==> src/rtl/seg_scan_ctrl.sv <==
// Scan controller for a 4-digit common-anode display sharing one 7-segment decoder.
// Frame-synchronous load path keeps every frame showing a single consistent value.
module seg_scan_ctrl #(
  parameter int unsigned DIGITS       = 4,
  parameter int unsigned SCAN_DIV     = 50000,
  parameter int unsigned BLANK_CYCLES = 2
) (
  input  logic        clk,
  input  logic        rst,
  input  logic [15:0] value_in,
  input  logic        load,
  output logic        load_ack,
  output logic        pending,
  input  logic        lz_blank,
  output logic [3:0]  dec_in,
  input  logic [6:0]  dec_out,
  output logic [6:0]  seg,
  output logic [3:0]  an,
  output logic        frame_tick
);

  localparam int unsigned CntW = (SCAN_DIV > 1) ? $clog2(SCAN_DIV) : 1;
  localparam int unsigned IdxW = $clog2(DIGITS);

  localparam logic [CntW-1:0] CntLast = CntW'(SCAN_DIV - 1);
  localparam logic [CntW-1:0] CntOn   = CntW'(BLANK_CYCLES);
  localparam logic [IdxW-1:0] IdxLast = IdxW'(DIGITS - 1);

  typedef enum logic [0:0] {StGuard, StOn} state_e;

  state_e          state_q, state_d;
  logic [CntW-1:0] cnt_q, cnt_d;
  logic [IdxW-1:0] idx_q, idx_d;
  logic [15:0]     display_q, display_d;
  logic [15:0]     staging_q, staging_d;
  logic            pending_q, pending_d;
  logic            ack_q, ack_d;
  logic            tick_q;
  logic [3:0]      an_q, an_d;
  logic [6:0]      seg_q, seg_d;
  logic            tc;
  logic            boundary;
  logic            lead_zero;

  assign tc       = (cnt_q == CntLast);
  assign boundary = tc && (idx_q == IdxLast);

  // Slot counter and digit index
  always_comb begin
    cnt_d = tc ? '0 : cnt_q + 1'b1;
    idx_d = tc ? idx_q + 1'b1 : idx_q;
  end

  // Digit-slot FSM: guard cycles with anodes off, then the digit is lit
  always_comb begin
    state_d = state_q;
    case (state_q)
      StGuard: if (!tc && (cnt_d >= CntOn)) state_d = StOn;
      StOn:    if (tc) state_d = StGuard;
      default: state_d = StGuard;
    endcase
  end

  // Digit k blanks when it and every more-significant nibble are zero; digit 0 never blanks
  always_comb begin
    lead_zero = 1'b0;
    case (idx_q)
      2'd1:    lead_zero = (display_q[15:4] == '0);
      2'd2:    lead_zero = (display_q[15:8] == '0);
      2'd3:    lead_zero = (display_q[15:12] == '0);
      default: lead_zero = 1'b0;
    endcase
    lead_zero = lead_zero & lz_blank;
  end

  // A lit slot never spans a TC edge, so idx_q is already the index of the slot being lit
  always_comb begin
    an_d  = (state_d == StOn) ? ~(4'b0001 << idx_q) : 4'b1111;
    seg_d = ((state_d == StOn) && !lead_zero) ? dec_out : 7'b1111111;
  end

  // Load handshake: stage mid-frame, commit only at the frame boundary
  always_comb begin
    display_d = display_q;
    staging_d = staging_q;
    pending_d = pending_q;
    ack_d     = 1'b0;
    if (boundary) begin
      if (load) begin
        display_d = value_in;
      end else if (pending_q) begin
        display_d = staging_q;
      end
      ack_d     = load | pending_q;
      pending_d = 1'b0;
    end else if (load) begin
      staging_d = value_in;
      pending_d = 1'b1;
    end
  end

  always_ff @(posedge clk) begin
    if (rst) begin
      state_q   <= StGuard;
      cnt_q     <= '0;
      idx_q     <= '0;
      display_q <= '0;
      staging_q <= '0;
      pending_q <= 1'b0;
      ack_q     <= 1'b0;
      tick_q    <= 1'b0;
      an_q      <= 4'b1111;
      seg_q     <= 7'b1111111;
    end else begin
      state_q   <= state_d;
      cnt_q     <= cnt_d;
      idx_q     <= idx_d;
      display_q <= display_d;
      staging_q <= staging_d;
      pending_q <= pending_d;
      ack_q     <= ack_d;
      tick_q    <= boundary;
      an_q      <= an_d;
      seg_q     <= seg_d;
    end
  end

  assign dec_in     = display_q[{idx_q, 2'b00} +: 4];
  assign load_ack   = ack_q;
  assign pending    = pending_q;
  assign frame_tick = tick_q;
  assign an         = an_q;
  assign seg        = seg_q;

endmodule

==> config.mk <==
export PLATFORM = sky130hd
export DESIGN_NAME = seg_scan_ctrl
export DESIGN_NICKNAME = d
export VERILOG_FILES = /design/src/rtl/seg_scan_ctrl.sv
export SDC_FILE = /design/constraint.sdc
export NUM_CORES = 1
export LEC_CHECK = 0
export ABC_AREA = 1
export CAP_MARGIN = 0
export CORE_MARGIN = 4
export CORE_UTILIZATION = 30
export DETAILED_ROUTE_END_ITERATION = 16
export PLACE_DENSITY = 0.52
export SYNTH_ARGS = -nofsm -noshare
export SYNTH_HDL_FRONTEND = slang
export SYNTH_SLANG_ARGS = --single-unit
==> constraint.sdc <==
create_clock -name clk -period 3.7 [get_ports clk]
set_clock_uncertainty 0.1 [all_clocks]
set_input_delay 0.555 -clock clk [delete_from_list [all_inputs] [get_ports clk]]
set_output_delay 0.555 -clock clk [all_outputs]
set_load 0.03 [all_outputs]
# After elaboration in Yosys (flattened, before gate mapping)
# Index checks and enable logic that the tools add are counted.
op_classes:
  n_addsub: 2
  magnitude_cmp: 1
  n_eq_ne: 4
  shifts: 2
  mux: 7
  bitwise: 7
  reduce_logical: 15
ops:
  columns: ["operator", "n"]
  rows:
  - ["16-bit 2-to-1 mux", 3]
  - ["16-bit by 1-bit adder with 16-bit output (second input constant)", 1]
  - ["16-bit equality test (second input constant)", 1]
  - ["16-bit by 2-bit greater-or-equal comparator with 1-bit output (second input constant)", 1]
  - ["16-bit by 5-bit indexed part select with 4-bit output", 1]
  - ["12-bit zero test", 1]
  - ["8-bit zero test", 1]
  - ["2-bit OR reduction", 4]
  - ["2-bit equality test (second input constant)", 2]
  - ["4-bit zero test", 1]
  - ["1-bit inverter", 4]
  - ["4-bit inverter", 1]
  - ["2-bit AND reduction", 2]
  - ["1-bit by 2-bit left shift with 4-bit output (first input constant)", 1]
  - ["1-bit logical AND", 3]
  - ["1-bit one-hot mux with 3 select lines", 1]
  - ["2-bit by 1-bit adder with 2-bit output (second input constant)", 1]
  - ["2-bit by 1-bit equality test with 1-bit output (second input constant)", 1]
  - ["1-bit zero test", 2]
  - ["1-bit 2-to-1 mux", 2]
  - ["1-bit one-hot mux with 2 select lines", 1]
  - ["2-bit nonzero test", 1]
  - ["1-bit AND", 1]
  - ["1-bit OR", 1]
totals:
  register_bits: 65
  input_bits: 27
  output_inout_bits: 18
  elab_cells: 48

# Logic depth before layout (Yosys ltp)
logic_depth:
  ltp_word: 9
  ltp_mapped: 13
  ltp_nobuf: 12

# Worst setup path after synthesis
# OpenSTA, ideal clock, no wires.
synth_path:
  path_kind: "reg2out"
  start: "register idx_q[0]"
  end: "output port dec_in[0]"
  arrival_ns: 1.448
  t_required_ns: 3.045
  setup_slack_ns: 1.597
  path_stages_with_launch: 6
  n_path_buf: 2
  cell_sequence: "dfxtp_1 clkbuf_1 inv_1 clkbuf_1 o21ai_0 o22ai_1"
synth_via:
  elab_chain_cells: 1
synth_rtl:
  columns: ["element", "line_no", "source"]
  rows:
  - ["start, declared", "33", "logic [IdxW-1:0] idx_q, idx_d;"]
  - ["start signal, assigned", "117", "idx_q <= idx_d;"]
  - ["16-bit by 5-bit indexed part select with 4-bit output", "128", "assign dec_in = display_q[{idx_q, 2'b00} +: 4];"]
  - ["end, declared", "15", "output logic [3:0] dec_in,"]
# Every way passes these cells.

# Worst setup path in the final report
layout_path:
  start: "register idx_q[0]"
  end: "output port dec_in[3]"
# The elaborated chain is that of the path after synthesis.

==> impl_metrics.xml <==
<?xml version="1.0" encoding="UTF-8"?>
<metrics>
  <group name="setup_path">
    <metric name="timing.reg2reg.worst_path_depth" unit="">10</metric>
    <metric name="crit_path_max_fanout" unit="">13</metric>
    <metric name="r2r-start" unit="">cnt_q[0]</metric>
    <metric name="timing.rr.end" unit="">staging_q[0]</metric>
    <metric name="slowest_stage" unit="">clkdlybuf4s50_1</metric>
    <metric name="critical_path_endpoint_category" unit="">output pin</metric>
    <metric name="cpPeakStageDelay" unit="ns">0.71</metric>
    <metric name="start_kind" unit="">flip-flop</metric>
    <metric name="worstPathArrival" unit="ns">2.10</metric>
    <metric name="crit_path_kind" unit="">reg -&gt; out</metric>
    <metric name="worstPathRequired" unit="ns">3.04</metric>
    <metric name="worst-r2r-setup-slack" unit="ns">1.44</metric>
    <metric name="timing.critical_path.cells" unit="">inv_1, nor2_1, o22ai_1, clkdlybuf4s50_1</metric>
  </group>
  <group name="grt">
    <metric name="vias_in_the_first_global_route" unit="">2597</metric>
    <metric name="wire_length_of_the_first_global_routing_pass" unit="um">12400</metric>
    <metric name="grt_start_max_net_pins" unit="">33</metric>
    <metric name="antenna_found_initial" unit="">0</metric>
    <metric name="grt_overflow_total" unit="">0</metric>
    <metric name="grt.total_usage" unit="%">13.4</metric>
  </group>
  <group name="clock_tree">
    <metric name="cts_num_sinks" unit="">65</metric>
    <metric name="cts_hold_repair.buffers" unit="">0</metric>
    <metric name="cts_resized" unit="">0</metric>
    <metric name="h-tree-depth" unit="">3</metric>
    <metric name="path_clk_slew" unit="ns">0.07</metric>
    <metric name="worst_skew_pair_latency" unit="ns">0.34</metric>
    <metric name="cts-buffers-inserted" unit="">9</metric>
    <metric name="post_cts_buffers" unit="">0</metric>
    <metric name="cts_root_buffer" unit="">clkbuf_8</metric>
    <metric name="cts_max_path_buffers" unit="">2</metric>
    <metric name="cts_tree" unit="">done</metric>
  </group>
  <group name="pwr">
    <metric name="internal_power" unit="W">0.00116</metric>
    <metric name="maximum_vdd_drop" unit="V">0.000172</metric>
    <metric name="switching_power" unit="W">0.000366</metric>
    <metric name="clkPwrFrac" unit="%">41.5</metric>
    <metric name="pwr-share-comb" unit="%">10.2</metric>
    <metric name="power_leakage" unit="nW">1.57</metric>
    <metric name="total_power" unit="W">0.00153</metric>
    <metric name="relative_contribution_of_sequential_cells_to_total_power" unit="%">48.3</metric>
    <metric name="p_sw_share" unit="%">24.0</metric>
    <metric name="power.density" unit="nW/um2">398</metric>
  </group>
  <group name="logic_synthesis">
    <metric name="synth_top_area_share" unit="%">42.1</metric>
    <metric name="total_nets_after_synthesis" unit="">433</metric>
    <metric name="synth_area_leaders" unit="">dfxtp_1 (42%), nor2_1 (13%), nand2_1 (5.9%), a211oi_2 (5.7%), mux2i_1 (5.2%)</metric>
    <metric name="netlist_area" unit="um2">3090</metric>
    <metric name="synth.avg_cell_area" unit="um2">7.75</metric>
    <metric name="cell_type_with_the_largest_total_area_after_synthesis" unit="">dfxtp_1</metric>
    <metric name="seq_total_area_yosys" unit="%">42.1</metric>
    <metric name="flip_flop_and_latch_count_after_synthesis" unit="">65</metric>
    <metric name="yosysWarningCount" unit="">0</metric>
    <metric name="post_synth_inst_count" unit="">399</metric>
    <metric name="post_synth_num_cell_types" unit="">36</metric>
  </group>
  <group name="timing">
    <metric name="max-slew-margin-rel" unit="%">49.7</metric>
    <metric name="post-route-period-util" unit="%">74.6</metric>
    <metric name="finalSetupViolations" unit="">0</metric>
    <metric name="setup_tns" unit="ns">0</metric>
    <metric name="worst_slew_pin_slew" unit="ns">0.752</metric>
    <metric name="setup_repair_after_global_routing_missed_its_margin" unit="">no</metric>
    <metric name="layout_min_cycle_time" unit="ns">2.76</metric>
    <metric name="finalHoldViolCount" unit="">0</metric>
    <metric name="final_max_slew_viol_count" unit="">0</metric>
    <metric name="fmax" unit="MHz">363</metric>
  </group>
  <group name="routing">
    <metric name="ant_nets" unit="">0</metric>
    <metric name="first_iter_violations" unit="">87</metric>
    <metric name="detail_route.wirelength" unit="um">7420</metric>
    <metric name="firstDrtPassIters" unit="">6</metric>
    <metric name="routed-via-count" unit="">2641</metric>
    <metric name="routed_wire_length_per_instance" unit="um">12.8</metric>
    <metric name="route.detailed.drc" unit="">0</metric>
    <metric name="vias_per_cell" unit="">4.56</metric>
  </group>
  <group name="placed_design">
    <metric name="place.port_buffers" unit="">44</metric>
    <metric name="gp_congestion" unit="">0.868</metric>
    <metric name="placed_cell_area" unit="um2">3620</metric>
    <metric name="post_detail_place_hpwl" unit="um">5500</metric>
    <metric name="placedCellCount" unit="">563</metric>
  </group>
  <group name="min_path">
    <metric name="timing.hold.worst_path_depth" unit="">2</metric>
    <metric name="min_path_type" unit="">reg -&gt; reg</metric>
    <metric name="hold_start" unit="">staging_q[1]</metric>
    <metric name="hold-path-endpoint" unit="">staging_q[1]</metric>
  </group>
  <group name="layout">
    <metric name="drive_above_1_share" unit="%">10.8</metric>
    <metric name="stdcell_count" unit="">579</metric>
    <metric name="number_of_diodes_added_for_antenna_fixing" unit="">0</metric>
    <metric name="flow.area_growth_from_synthesis" unit="%">23.9</metric>
    <metric name="post-route-cell-area" unit="um2">3830</metric>
    <metric name="design.final.nets" unit="">475</metric>
    <metric name="finish.utilization" unit="%">38.7</metric>
  </group>
  <group name="flow_run">
    <metric name="cap_viol_max_count" unit="">0</metric>
  </group>
  <group name="floorplan">
    <metric name="fp.dieH" unit="um">110</metric>
    <metric name="start_util" unit="%">31.2</metric>
    <metric name="floorplan.die_area" unit="um2">12000</metric>
    <metric name="num_rows" unit="">36</metric>
    <metric name="core_area" unit="um2">9910</metric>
    <metric name="chipWidth" unit="um">110</metric>
    <metric name="top_level_ports" unit="">45</metric>
  </group>
  <group name="run_status">
    <metric name="outcome" unit="">finished, final reports clean</metric>
  </group>
</metrics>
-- per-layer routing --
| layer | vias to the layer above | part of all wire, % | GRT usage [%] | routed length (um) |
|---|---|---|---|---|
| met5 | - | 0 | 0 | 0 |
| met4 | 0 | 1.4 | 4.54 | 107 |
| met3 | 8 | 4.2 | 4.23 | 309 |
| met2 | 45 | 47 | 21.8 | 3460 |
| met1 | 1191 | 48 | 16.8 | 3540 |
| li1 | 1397 | - | - | - |
-- cells in the mapped netlist, drive strengths merged --
library cell,count
a211oi,16
a21oi,4
a31o,1
a31oi,1
and2,1
buf,7
clkbuf,9
clkinv,3
dfxtp,65
ha,7
inv,31
mux2i,16
nand2,55
nand3,20
nand3b,1
nand4,9
nor2,109
nor3,6
nor3b,1
nor4,2
o21ai,29
o21bai,1
o22ai,4
xnor2,1
-- power by group through the flow --
stage | sequential (W) | combinational (W) | clock (W)
final | 0.000737 | 0.000156 | 0.000633
after global placement | 0.000753 | 0.000157 | 0
after global routing | 0.000739 | 0.000173 | 0.000687
after CTS | 0.000737 | 0.000159 | 0.000652
after floorplan | 0.000768 | 0.0000787 | 0
after detailed placement | 0.000753 | 0.000159 | 0
-- layout make-up --
type	count	area (um2)
sequential	65	1300
multi-input combinational	284	1560
clock buffer	14	173
clock inverter	2	35.0
fill	1069	6080
timing repair buffer	47	463
inverter	34	129
tap	133	166
-- per-stage QoR --
stage | hold slack (ns) | worst slack [ns]
2_1_floorplan | 0.344 | 1.60
3_3_place_gp | 0.363 | 1.35
3_5_place_dp | 0.375 | 1.32
4_1_cts | 0.390 | 0.923
5_1_grt | 0.402 | 0.770
6_report | 0.385 | 0.941
-- cell families (layout without fill, tap and decap cells) --
family	after synthesis	count (layout)	synth area share, %
compound gates	56	56	13.0
buf+inv	50	97	7.36
xor+xnor	1	1	0.283
simple gates	204	204	29.2
fa+ha+maj	7	7	2.83
mux	16	16	5.18
flops	65	65	42.1
-- sequential cells by signal, summed over array words and instances, names as in the netlist --
signal      flops
frame_tick      1
display_q      16
pending         1
cnt_q          16
state_q         1
staging_q      16
idx_q           2
load_ack        1
an              4
seg             7
-- worst max-delay path by stage --
| stage | startpoint | to | slack (ns) | cells past startpoint |
|---|---|---|---|---|
| 6_report | idx_q[0] | dec_in[3] | 0.94 | 4 |
| 5_1_grt | idx_q[0] | dec_in[3] | 0.77 | 4 |
| 4_1_cts | idx_q[0] | dec_in[3] | 0.92 | 4 |
| 3_5_place_dp | rst | state_q | 1.32 | 5 |
| 3_3_place_gp | idx_q[0] | dec_in[1] | 1.35 | 4 |
| 2_1_floorplan | idx_q[0] | dec_in[0] | 1.60 | 5 |
-- critical path: cells and delay by family, from the launching register on --
kind	cells	cell delay [ns]
AOI/OAI and AO/OA	1	0.22
buffers and inverters	2	1.05
DFF	1	0.41
and+or+nand+nor	1	0.08
-- cell usage in the layout (no fill, tap or decap), drive strengths merged --
master,netlist,final
nand2,55,55
clkinv,3,4
buf,7,3
o22ai,4,4
a211oi,16,16
o21ai,29,29
clkdlybuf4s50,0,44
nand3,20,20
nor3,6,6
o21bai,1,1
nor2,109,109
bufinv,0,1
mux2i,16,16
inv,31,31
ha,7,7
nand4,9,9
a31o,1,1
xnor2,1,1
nand3b,1,1
nor3b,1,1
nor4,2,2
clkbuf,9,14
dfxtp,65,65
and2,1,1
a31oi,1,1
a21oi,4,4
Note: power is estimated with default switching activity, not from simulation.
